===== config.mk =====
export PLATFORM = sky130hd
export DESIGN_NAME = bcd_display_feeder_flat
export DESIGN_NICKNAME = d
export VERILOG_FILES = /design/src/rtl/bcd_display_feeder_pkg.sv /design/src/rtl/bcd_display_feeder_if.sv /design/src/rtl/bcd_digit_adj.sv /design/src/rtl/bcd_display_feeder.sv /design/src/flat_wrapper.sv
export SDC_FILE = /design/constraint.sdc
export NUM_CORES = 1
export LEC_CHECK = 0
export ABC_AREA = 1
export BUFFER_PORTS_ARGS = -buffer_cell sky130_fd_sc_hd__buf_2
export CAP_MARGIN = 10
export CORE_AREA = 8 8 79 116
export DETAILED_ROUTE_END_ITERATION = 8
export DIE_AREA = 0 0 87 124
export PLACE_DENSITY_LB_ADDON = 0.08
export SYNTH_ARGS = -nofsm -noshare
export SYNTH_HDL_FRONTEND = slang
export SYNTH_HIERARCHICAL = 1
export SYNTH_SLANG_ARGS = --single-unit

===== constraint.sdc =====
create_clock -name clk -period 3 [get_ports clk]
set_clock_uncertainty 0.2 [all_clocks]
set_input_delay 0.75 -clock clk [delete_from_list [all_inputs] [get_ports clk]]
set_output_delay 0.75 -clock clk [all_outputs]
set_load 0.005 [all_outputs]

===== src/rtl/bcd_display_feeder_pkg.sv =====
// Shared constants and helpers for the display feeder: digit geometry,
// saturation limit, FSM state encoding and leading-zero blanking.
package bcd_display_feeder_pkg;

  localparam int unsigned NUM_DIGITS = 4;
  localparam int unsigned DIGIT_W    = 4;
  localparam int unsigned BCD_W      = NUM_DIGITS * DIGIT_W;

  // Largest value representable on four decimal digits
  localparam logic [13:0] BCD_MAX = 14'd9999;

  // FSM state encoding
  localparam logic [1:0] IDLE   = 2'd0;
  localparam logic [1:0] CONV   = 2'd1;
  localparam logic [1:0] COMMIT = 2'd2;

  // Blank pattern that shows a lone "0" on the ones digit
  localparam logic [NUM_DIGITS-1:0] LES_ZERO = 4'b1110;

  // Digit-off mask for leading zeros; the ones digit is always shown
  function automatic logic [NUM_DIGITS-1:0] lz_blank(input logic [BCD_W-1:0] bcd);
    logic [NUM_DIGITS-1:0] les;
    les[3] = (bcd[15:12] == DIGIT_W'(0));
    les[2] = les[3] && (bcd[11:8] == DIGIT_W'(0));
    les[1] = les[2] && (bcd[7:4] == DIGIT_W'(0));
    les[0] = 1'b0;
    return les;
  endfunction

endpackage


===== src/rtl/bcd_display_feeder_if.sv =====
// Request/result bundle between game logic (master) and the display feeder
// (slave).
//   bin_in/load/points_in : conversion request from game logic
//   busy/done/overflow    : conversion status
//   Hexs/Points/LES       : committed bundle consumed by the display driver
interface bcd_display_feeder_if #(
  parameter int unsigned BIN_W = 14
);

  logic [BIN_W-1:0] bin_in;
  logic             load;
  logic [3:0]       points_in;
  logic             busy;
  logic             done;
  logic             overflow;
  logic [15:0]      Hexs;
  logic [3:0]       Points;
  logic [3:0]       LES;

  modport master (
    output bin_in, load, points_in,
    input  busy, done, overflow, Hexs, Points, LES
  );

  modport slave (
    input  bin_in, load, points_in,
    output busy, done, overflow, Hexs, Points, LES
  );

endinterface


===== src/rtl/bcd_digit_adj.sv =====
// Double-dabble digit correction: adds 3 to a BCD digit of 5 or more so the
// following left shift carries correctly into the next decimal digit.
//   digit_in    : current BCD digit
//   digit_adj_c : corrected digit (combinational)
module bcd_digit_adj
  import bcd_display_feeder_pkg::*;
(
  input  logic [DIGIT_W-1:0] digit_in,
  output logic [DIGIT_W-1:0] digit_adj_c
);

  assign digit_adj_c = (digit_in >= DIGIT_W'(5)) ? digit_in + DIGIT_W'(3) : digit_in;

endmodule


===== src/rtl/bcd_display_feeder.sv =====
// Converts a binary score to 4-digit packed BCD with a one-bit-per-cycle
// double-dabble, saturating at 9999, and commits the Hexs/Points/LES bundle
// for the 7-segment driver in a single cycle so partial results never show.
//   clk : system clock
//   RST : asynchronous reset, active-high
//   bus : request in, status and committed display bundle out
module bcd_display_feeder
  import bcd_display_feeder_pkg::*;
#(
  parameter int unsigned BIN_W    = 14,
  parameter bit          BLANK_LZ = 1'b1
) (
  input  logic                 clk,
  input  logic                 RST,
  bcd_display_feeder_if.slave  bus
);

  localparam int unsigned CNT_W = $clog2(BIN_W);

  logic [1:0]            state_q,  state_d;
  logic [BIN_W-1:0]      shift_q,  shift_d;
  logic [BCD_W-1:0]      bcd_q,    bcd_d;
  logic [CNT_W-1:0]      cnt_q,    cnt_d;
  logic [3:0]            pts_cap_q, pts_cap_d;
  logic                  sat_q,    sat_d;
  logic [BCD_W-1:0]      hexs_q,   hexs_d;
  logic [3:0]            points_q, points_d;
  logic [NUM_DIGITS-1:0] les_q,    les_d;
  logic                  ovf_q,    ovf_d;
  logic                  busy_q,   busy_d;
  logic                  done_q,   done_d;

  logic [BCD_W-1:0]      bcd_adj_c;

  // Per-digit +3 correction applied before each shift
  for (genvar i = 0; i < NUM_DIGITS; i++) begin : g_adj
    bcd_digit_adj u_adj (
      .digit_in    (bcd_q[i*DIGIT_W +: DIGIT_W]),
      .digit_adj_c (bcd_adj_c[i*DIGIT_W +: DIGIT_W])
    );
  end

  // Next-state and datapath update
  always_comb begin
    state_d   = state_q;
    shift_d   = shift_q;
    bcd_d     = bcd_q;
    cnt_d     = cnt_q;
    pts_cap_d = pts_cap_q;
    sat_d     = sat_q;
    hexs_d    = hexs_q;
    points_d  = points_q;
    les_d     = les_q;
    ovf_d     = ovf_q;
    done_d    = 1'b0;

    case (state_q)
      IDLE: begin
        if (bus.load) begin
          // Clamp here so the BCD digits can never overflow during CONV
          if (bus.bin_in > BIN_W'(BCD_MAX)) begin
            shift_d = BIN_W'(BCD_MAX);
            sat_d   = 1'b1;
          end else begin
            shift_d = bus.bin_in;
            sat_d   = 1'b0;
          end
          pts_cap_d = bus.points_in;
          bcd_d     = '0;
          cnt_d     = '0;
          state_d   = CONV;
        end
      end

      CONV: begin
        {bcd_d, shift_d} = {bcd_adj_c, shift_q} << 1;
        cnt_d            = cnt_q + CNT_W'(1);
        if (cnt_q == CNT_W'(BIN_W - 1)) begin
          state_d = COMMIT;
        end
      end

      COMMIT: begin
        hexs_d   = bcd_q;
        points_d = pts_cap_q;
        ovf_d    = sat_q;
        les_d    = BLANK_LZ ? lz_blank(bcd_q) : '0;
        done_d   = 1'b1;
        state_d  = IDLE;
      end

      default: begin
        state_d = IDLE;
      end
    endcase

    busy_d = (state_d != IDLE);
  end

  // State and output registers
  always_ff @(posedge clk or posedge RST) begin
    if (RST) begin
      state_q   <= IDLE;
      shift_q   <= '0;
      bcd_q     <= '0;
      cnt_q     <= '0;
      pts_cap_q <= '0;
      sat_q     <= 1'b0;
      hexs_q    <= '0;
      points_q  <= '0;
      les_q     <= LES_ZERO;
      ovf_q     <= 1'b0;
      busy_q    <= 1'b0;
      done_q    <= 1'b0;
    end else begin
      state_q   <= state_d;
      shift_q   <= shift_d;
      bcd_q     <= bcd_d;
      cnt_q     <= cnt_d;
      pts_cap_q <= pts_cap_d;
      sat_q     <= sat_d;
      hexs_q    <= hexs_d;
      points_q  <= points_d;
      les_q     <= les_d;
      ovf_q     <= ovf_d;
      busy_q    <= busy_d;
      done_q    <= done_d;
    end
  end

  assign bus.Hexs     = hexs_q;
  assign bus.Points   = points_q;
  assign bus.LES      = les_q;
  assign bus.overflow = ovf_q;
  assign bus.busy     = busy_q;
  assign bus.done     = done_q;

endmodule


===== src/flat_wrapper.sv =====
// flat-port wrapper written by rule: the top's interface ports become plain ports
module bcd_display_feeder_flat import bcd_display_feeder_pkg::*;
#(
  parameter int unsigned BIN_W    = 14,
  parameter bit          BLANK_LZ = 1'b1
)
  (clk, RST, bus_bin_in, bus_load, bus_points_in, bus_busy, bus_done, bus_overflow, bus_Hexs, bus_Points, bus_LES);
  bcd_display_feeder_if #(.BIN_W(BIN_W)) bus_i ();
  input  logic clk;
  input  logic RST;
  input wire logic [$bits(bus_i.bin_in)-1:0] bus_bin_in;
  input wire logic [$bits(bus_i.load)-1:0] bus_load;
  input wire logic [$bits(bus_i.points_in)-1:0] bus_points_in;
  output wire logic [$bits(bus_i.busy)-1:0] bus_busy;
  output wire logic [$bits(bus_i.done)-1:0] bus_done;
  output wire logic [$bits(bus_i.overflow)-1:0] bus_overflow;
  output wire logic [$bits(bus_i.Hexs)-1:0] bus_Hexs;
  output wire logic [$bits(bus_i.Points)-1:0] bus_Points;
  output wire logic [$bits(bus_i.LES)-1:0] bus_LES;
  assign bus_i.bin_in = bus_bin_in;
  assign bus_i.load = bus_load;
  assign bus_i.points_in = bus_points_in;
  assign bus_busy = bus_i.busy;
  assign bus_done = bus_i.done;
  assign bus_overflow = bus_i.overflow;
  assign bus_Hexs = bus_i.Hexs;
  assign bus_Points = bus_i.Points;
  assign bus_LES = bus_i.LES;
  bcd_display_feeder #(.BIN_W(BIN_W), .BLANK_LZ(BLANK_LZ)) u_core (.clk(clk), .RST(RST), .bus(bus_i));
endmodule

==> results.md <==
- # diodes: 0
- Reg clk slew, reported paths: approximately 50 ps
- Final Power: 4.35 mW
- Headroom to the max-slew limit: ~64%
- Core Area: around 0.0075 mm^2
- Crit Path Class: register to primary output
- Detailed-route via count: ~2600
- MaxCap Viol Count: 0
- Max Clk Rate: 525 MHz
- WL/cell: 12.9 um
- Final clock period utilization by the worst path: a little under two thirds
- Setup TNS: 0 ps
- Peak VDD IR: 504 uV
- Post-Syn Nets: between 400 and 500
- Synthesized area per cell: between 8 and 9 um^2
- Worst path buffer plus inverter count: 1
- CTS tree: done
- Port bufs: 46
- Largest net degree at the start of global routing: 32
- Critical path cell sequence: buf_2
- Clock tree sinks: 67
- Worst skew pair latency: 320 ps
- All-layer global routing usage: ~15%
- RSZ-0062 raised after global routing: false
- PwrDens: approximately 1100 mW/mm^2
- # IOs: 48
- WP data required: 2050 ps
- Die ar.: between 0.01 and 0.015 mm^2
- Die width: 87 um
- Area grow syn2layout: 19.3%
- Vias per cell: 4.75
- Maximum fanout along the worst path: 2
- Min setup slack post-route: ~1100 ps
- Slew Limit Fails: 0
- Vias in the first global route: 2689
- Hold buffers post-CTS: 0
- Worst path slowest cell: dfstp_2
- Leakage power: slightly below 2 nW
- Min-delay worst type: primary input to asynchronous set/reset pin
- Fillcell total: roughly 750
- Post-layout minimum cycle time: 1910 ps
- Row count: 39
- Antenna Nets Post-Route: 0
- Die Y: 124 um
- Clk buf depth: 2
- First-pass GRT wire length: approximately 13000 um
- Final setup viols: 0
- Cell area after synthesis: ~0.0033 mm^2
- Worst path arrival time: ~960 ps
- Initial antenna violation count: 0
- Layout cells sized above 1: about 22%
- Iter 0 DRT Violations: approximately 110
- Final nets: 470
- Reg2reg setup slack: 1140 ps
- DRC violations left: 0
- Worst-margin pin slew: around 540 ps
- TritonRoute pass-1 iters: 4
- # resized after CTS: 0
- Dpl hpwl: between 5000 and 6000 um
- Routed WL: around 7000 um
- Routability cong.: approximately 0.75
- Worst slack, placed: approximately 830 ps
- CP Launch Type: register
- Starting density of the core: a little over two fifths
- Synth warnings: 6
- Fin. Hold Viols: 0
- H-tree depth reported by CTS: 3
- Postcts setup bufs: 0
- Status: completed
- CP top delay family: flip-flops
- CTS buffer count: 9
- Nature of the critical path endpoint: primary output
- Root buf cell: clkbuf_16
- Cells after synthesis: just under 400
- Crit path largest cell delay: 530 ps
- Global route overflow: 0
[worst paths after layout]
| kind | depth (start not counted) | to | start |
|---|---|---|---|
| setup / recovery | 1 | bus_LES[2] | u_core/bus.LES[2] |
| hold / removal | 2 | u_core/pts_cap_q[2] | RST |
| setup reg to reg | 6 | u_core/shift_q[1] | u_core/state_q[0] |
| hold reg to reg | 2 | u_core/bus.overflow | u_core/bus.overflow |
| max in group asynchronous | 3 | u_core/bus.LES[3] | RST |
| min in group clk | 2 | u_core/bus.overflow | u_core/bus.overflow |
[state kept, by name, summed over array words and instances (netlist names)]
register / flops
u_core/bcd_q: 16
u_core/bus.Hexs: 16
u_core/shift_q: 14
u_core/bus.Points: 4
u_core/cnt_q: 4
u_core/pts_cap_q: 4
u_core/bus.LES: 3
u_core/state_q: 2
u_core/bus.busy: 1
u_core/bus.done: 1
u_core/bus.overflow: 1
u_core/sat_q: 1
[through the flow]
step	hold WS, ps	instances	area, um^2	utilization, %
after detailed placement	261	530	3580	47.9
final	180	546	3890	52.1
after CTS	188	546	3890	52.1
after global routing	205	546	3890	52.1
after floorplan	242	394	3260	-
after global placement	257	530	3580	47.9
[final cells by class]
type | count | area (um^2) | area share (%)
Clock buffer | 12 | 267 | 6.85
Clock inverter | 4 | 47.5 | 1.22
Inverter | 48 | 180 | 4.63
Multi-Input combinational cell | 264 | 1320 | 34.0
Sequential cell | 67 | 1680 | 43.2
Tap cell | 102 | 128 | 3.28
Timing Repair Buffer | 49 | 265 | 6.82
[metal layers]
metal	GRT usage [%]	share of wire [%]	vias to the layer above
li1	-	-	1332
met1	17.0	44	1204
met2	25.8	51	50
met3	4.29	4.1	5
met4	5.19	1.3	0
met5	0	0	-
[cells in the final DEF, fill, tap and decap left out, types with 7 or more instances in the layout]
cell,instances
ha_1,10
inv_1,40
nand3_1,10
inv_2,8
nand2_2,7
buf_2,46
nor2_1,41
dfrtp_1,64
clkbuf_16,9
o21ai_0,47
nand2_1,110
nor2_4,8
[where the power goes]
group | leakage [nW] | switching, mW | internal, mW
logic | 1.03 | 1.06 | 0.663
clock network | 0.155 | 0.364 | 0.707
registers | 0.798 | 0.266 | 1.30
No activity file was read; power rests on OpenSTA's default activity.
